**src/rtl/muller_pipe_c.sv**
```systemverilog
// muller_pipe_c
//   Clocked emulation of a Muller C-element micropipeline: DEPTH C-element
//   stages in a chain, each with a WIDTH-bit bundled-data latch. Both ends use
//   a four-phase req/ack handshake. The producer side is monitored for
//   protocol violations, which raise a sticky err flag.
//
// Parameters
//   WIDTH    data bits per stage (1..64)
//   DEPTH    number of C-element stages (2..32)
//
// Ports
//   clk       rising-edge clock
//   rst       synchronous active-high reset (clears state, data and err)
//   hold      (only with MULLER_PIPE_HOLD_EN) freezes all state while high
//   in_req    producer request
//   in_ack    acknowledge to producer (= first stage C-element)
//   in_data   bundled data, stable while in_req is high
//   out_req   request to consumer (= last stage C-element)
//   out_ack   consumer acknowledge
//   out_data  last-stage latch contents
//   busy      any stage C-element is 1
//   err       sticky producer-protocol violation
//
// Configuration macro
//   MULLER_PIPE_HOLD_EN  adds the hold input; undefined = no hold port.

module muller_pipe_c #(
   parameter int WIDTH = 8,
   parameter int DEPTH = 4
) (
   input  logic             clk,
   input  logic             rst,
`ifdef MULLER_PIPE_HOLD_EN
   input  logic             hold,
`endif
   input  logic             in_req,
   output logic             in_ack,
   input  logic [WIDTH-1:0] in_data,
   output logic             out_req,
   input  logic             out_ack,
   output logic [WIDTH-1:0] out_data,
   output logic             busy,
   output logic             err
);

   // C-element outputs and per-stage data latches
   logic [DEPTH-1:0]            r_c;
   logic [DEPTH-1:0][WIDTH-1:0] r_d;
   logic                        r_err;

   // previous-sample copies used only by the protocol checker
   logic                        r_req_q;
   logic                        r_ack_q;
   logic [WIDTH-1:0]            r_data_q;

   logic [DEPTH-1:0]            w_left;
   logic [DEPTH-1:0]            w_right;
   logic [DEPTH-1:0]            w_c_nxt;
   logic [DEPTH-1:0]            w_rise;
   logic [DEPTH-1:0][WIDTH-1:0] w_src;
   logic                        w_adv;
   logic                        w_viol;

`ifdef MULLER_PIPE_HOLD_EN
   assign w_adv = ~hold;
`else
   assign w_adv = 1'b1;
`endif

   // Neighbour vectors: stage i sees c[i-1] on the left (in_req for stage 0)
   // and c[i+1] on the right (out_ack for the last stage).
   assign w_left  = {r_c[DEPTH-2:0], in_req};
   assign w_right = {out_ack, r_c[DEPTH-1:1]};

   // C-element as a majority function of (a1, a2, c) with a2 = ~right:
   // both inputs high -> 1, both low -> 0, otherwise hold.
   assign w_c_nxt = (w_left & ~w_right) | (r_c & (w_left | ~w_right));
   assign w_rise  = w_c_nxt & ~r_c;

   // Data source per stage: producer data for stage 0, previous latch otherwise
   assign w_src = {r_d[DEPTH-2:0], in_data};

   // Violation 1: in_req moved while the previous sample showed a handshake
   //              still in flight (previous in_req != previous in_ack).
   // Violation 2: in_data moved while a request is held and not yet acked.
   //              r_req_q is required so data may change together with the
   //              rising edge of in_req.
   assign w_viol = ((in_req != r_req_q) && (r_req_q != r_ack_q)) ||
                   (in_req && r_req_q && !r_c[0] && (in_data != r_data_q));

   always_ff @(posedge clk) begin
      if (rst) begin
         r_c      <= '0;
         r_d      <= '0;
         r_err    <= 1'b0;
         r_req_q  <= 1'b0;
         r_ack_q  <= 1'b0;
         r_data_q <= '0;
      end else if (w_adv) begin
         r_c <= w_c_nxt;
         for (int i = 0; i < DEPTH; i++) begin
            if (w_rise[i]) r_d[i] <= w_src[i];
         end
         r_req_q  <= in_req;
         r_ack_q  <= r_c[0];
         r_data_q <= in_data;
         if (w_viol) r_err <= 1'b1;
      end
   end

   assign in_ack   = r_c[0];
   assign out_req  = r_c[DEPTH-1];
   assign out_data = r_d[DEPTH-1];
   assign busy     = |r_c;
   assign err      = r_err;

endmodule

```
**config.mk**
```make
export PLATFORM = sky130hd
export DESIGN_NAME = muller_pipe_c
export DESIGN_NICKNAME = d
export VERILOG_FILES = /design/src/rtl/muller_pipe_c.sv
export SDC_FILE = /design/constraint.sdc
export NUM_CORES = 1
export LEC_CHECK = 0
export ABC_AREA = 0
export CAP_MARGIN = 20
export CORE_ASPECT_RATIO = 0.6
export CORE_MARGIN = 5
export CORE_UTILIZATION = 60
export CTS_CLUSTER_SIZE = 24
export DETAILED_ROUTE_END_ITERATION = 16
export DONT_BUFFER_PORTS = 1
export PLACE_DENSITY = 0.8
export SETUP_SLACK_MARGIN = 0.3
export SLEW_MARGIN = 20
export SYNTH_ARGS = -nofsm -noshare
export SYNTH_HDL_FRONTEND = slang
export SYNTH_SLANG_ARGS = --single-unit
```
**constraint.sdc**
```tcl
create_clock -name clk -period 1.9 [get_ports clk]
set_input_delay 0.19 -clock clk [delete_from_list [all_inputs] [get_ports clk]]
set_output_delay 0.19 -clock clk [all_outputs]
set_load 0.005 [all_outputs]
```
# After elaboration in Yosys (flattened, before gate mapping)
# Cells that the tools add are included.
[totals]
inputBits = 12
ramBits = 0
rom_bits = 0
register_bits = 47
latchBits = 0
wordCells = 26
n_memories = 0
out_inout_bits = 12
[classes]
n_shift = 0
n_div = 0
n_reduce_logical = 7
bitwise = 7
mux = 0
n_mul = 0
eq_ne = 3
magnitude_cmp = 0
add_sub_neg = 0
[op_table]
columns = ["op", "count"]
rows = [
  ["$and A4 B4 Y4", 3],
  ["$ne A8 B8 Y1", 1],
  ["$not A4 Y4", 2],
  ["$or A4 B4 Y4", 2],
  ["$logic_and A1 B1 Y1", 4],
  ["$reduce_or A4 Y1", 1],
  ["$ne A1 B1 Y1", 2],
  ["$logic_not A1 Y1", 1],
  ["$logic_or A1 B1 Y1", 1],
]

# Longest topological paths before layout
[logic_depth]
depth_word = 5
mapped_depth = 5
ltp_nobuf = 4

# Least setup slack after synthesis
# OpenSTA, ideal clock, no wires.
[synth_timing]
kind = "reg2reg"
from = "reg r_c[0]"
to = "reg r_d[3] (netlist bit)"
stages_incl_launch_ff = 6
t_required_ps = 1772
setup_time_ps = 128
n_path_buf = 2
synth_period_minus_slack_ps = 1113
setup_slack_ps = 787
arrival_ps = 986
path_cell_list = "dfxtp_1 buf_6 nor3b_2 buf_4 mux2i_1 nor2_1"
[synth_between]
elab_chain_len = 3
word_cells_on_any_way = 4
cone_classes = "4 x bitwise"
[synth_rtl]
columns = ["item", "line", "source"]
rows = [
  ["start, declared", "47", "logic [DEPTH-1:0] r_c;"],
  ["start signal, assigned", "100", "r_c <= w_c_nxt;"],
  ["$and A4 B4 Y4", "77", "assign w_c_nxt = (w_left & ~w_right) | (r_c & (w_left | ~w_right));"],
  ["$or A4 B4 Y4", "77", ""],
  ["$and A4 B4 Y4 (*)", "78", "assign w_rise = w_c_nxt & ~r_c;"],
  ["end signal, assigned by index", "102", "if (w_rise[i]) r_d[i] <= w_src[i];"],
  ["end, declared", "48", "logic [DEPTH-1:0][WIDTH-1:0] r_d;"],
]
# Mark *: on every way between the ends. The rest lies on a longest branch, timed or not.
# A chain may end at the register's enable or synchronous reset.

# Worst setup path in the final report
[layout_timing]
from = "reg r_c[1]"
to = "reg r_d[15] (netlist bit)"
# Same word-level chain as after synthesis.

==> metrics.yaml <==
final_common_cell: "dfxtp_1"
place.detailed.hpwl_um: 2093
dr_total_vias: 1113
cp_data_required_time_ps: 2120
die_w_um: 81.02
power_density_nw_per_um2: 1010
dieArea_um2: 4262
drive_above_1_share: 0.07821
finalHoldViolCount: 0
syn_area_per_cell_um2: 9.813
cap_violations: 0
regArea_um2: 940.9
rsz0062_at_grt: "false"
cts_buffers: 5
path_clk_slew_ps: 80
port_buffers: 0
area_delta_synth_final_pct: 3.652
die_y_um: 52.61
synth_area_leaders: "dfxtp_1 52%, mux2i_1 13%, nor2_1 6.6%"
cts.path.max_buffers: 2
multiInputGateArea_um2: 745.7
num_antenna_cells: 0
max-vdd-ir-drop_uv: 460.5
status: "completed"
ys_ff_latch: 47
pin_count: 24
fin_skew_ps: 4.981
fin_hold_ws_ps: 18.70
drc: 0
drtPass1Iterations: 4
slew_headroom: 0.7351
drt_iter0_drc: 61
core_um2: 2890
slew_viol_final: 0
synth_top_cell_area_share: 0.5183
slowest_stage: "dfxtp_1"
final_cell_mix: "47 x dfxtp_1, 32 x nor2_1, 24 x mux2i_1"
grt_overflow: 0
syn_area_um2: 1815
crit_chain: "nor2_1, and2_1, nand2_1, a21oi_1"
grt_first_pass_wirelength_um: 5285
cts_sinks: 47
start_util: 0.6281
cp.arrival_ps: 1520
worstSetupEndpointType: "flip-flop"
fin_crit_ps: 1294
grt_pass1_vias: 1147
fin_util: 0.6511
synth_cells: 185
critPathBufInv: 0
vias_per_cell: 5.036
crit_type: "reg -> reg"
place_congestion: 0.6974
yosysTopAreaCell: "dfxtp_1"
track_usage: 0.1635
fin_tns_setup_ps: 0
wl_um: 3051
nets: 191
synthDistinctLibCells: 22
period_share: 0.6809
yosysSeqAreaShare: 0.5183
final_area_um2: 1882
cts_root_buffer: "clkbuf_8"
wl_per_cell_um: 13.81
synth_fp_nets: 198
worst_slew_pin_slew_ps: 396.9
setup-violations-final: 0
placed_area_um2: 1762
maxClockFrequency_mhz: 772.9
insertion_delay_ps: 290
slowest_delay_ps: 370
cp_max_fo: 8
start_kind: "flip-flop"
h-tree-depth: 2
yosys_warnings: 0
rows: 15
grt_max_degree: 47
crit_family: "simple AND/OR/NAND/NOR gates"
cts_tree: "built"
worstHoldPathType: "in -> reg"
fill_cells: 240
antenna_found_initial: 0
final_antenna_net_count: 0
leakage_uw: 0.0006925
rrSetupSlack_ps: 610
routing by layer:
metal  GRT usage  part of all wire
met1      0.1958              0.47
met2      0.2670              0.46
met3     0.06357             0.060
met4     0.05899             0.012
met5           0                 0
flip-flops by register name, summed over array words and instances (netlist names):
register / cells
r_d: 24
out_data: 8
r_data_q: 8
r_c: 4
err: 1
r_ack_q: 1
r_req_q: 1
cell usage after synthesis:
library cell  number
clkbuf_1           3
inv_1              2
nand4_1            2
dfxtp_1           47
buf_1              1
nor3b_2            2
o21ai_0            3
mux2i_1           24
o211ai_1           1
nor2b_1           10
nor2_8             1
xnor2_1            8
and2_1             1
a21oi_1           13
ha_1               1
nand2_1           19
xor2_1             1
buf_6              3
nor2_1            32
buf_2              1
nand2b_2           1
buf_4              9
logic make-up after synthesis:
kind of cell	synth area share
simple gates	0.1799
buf+inv	0.07098
flops	0.5183
mux	0.1323
xor+xnor	0.04342
compound gates	0.04824
fa+ha+maj	0.006891
what timing repair did:
action / CTS / global route
gates resized for setup: 0 / 0
setup buffers: 0 / 0
hold endpoints to repair: 46 / 0
hold buffers: 1 / 0
per-stage QoR:
stage / std cells / total power (µW) / worst slack (ps)
2_1_floorplan: 185 / 1252 / 786.7
3_3_place_gp: 212 / 1248 / 735.4
3_5_place_dp: 212 / 1261 / 645.7
4_1_cts: 221 / 1912 / 619.3
5_1_grt: 221 / 1983 / 430.3
6_report: 221 / 1900 / 606.2
report_power, final:
group	leakage, µW	internal (µW)	switching (µW)
clock network	0.0000515	332	312
logic	0.000257	86.4	101
registers	0.000384	1030	40.0
area by class of cell:
class,instances,share of cell area
tap,42,0.02793
multi-input combinational,119,0.3963
inverter,2,0.003989
sequential,47,0.5000
timing repair buffer,3,0.01862
clock buffer,8,0.05319
worst paths after layout:
kind / start / cells after the start / to
setup reg to reg: r_c[1] / 4 / r_d[15]
hold / removal: rst / 1 / err
setup / recovery: r_c[1] / 4 / r_d[15]
hold reg to reg: r_d[8] / 2 / r_d[8]
No activity file was read; power rests on OpenSTA's default activity.
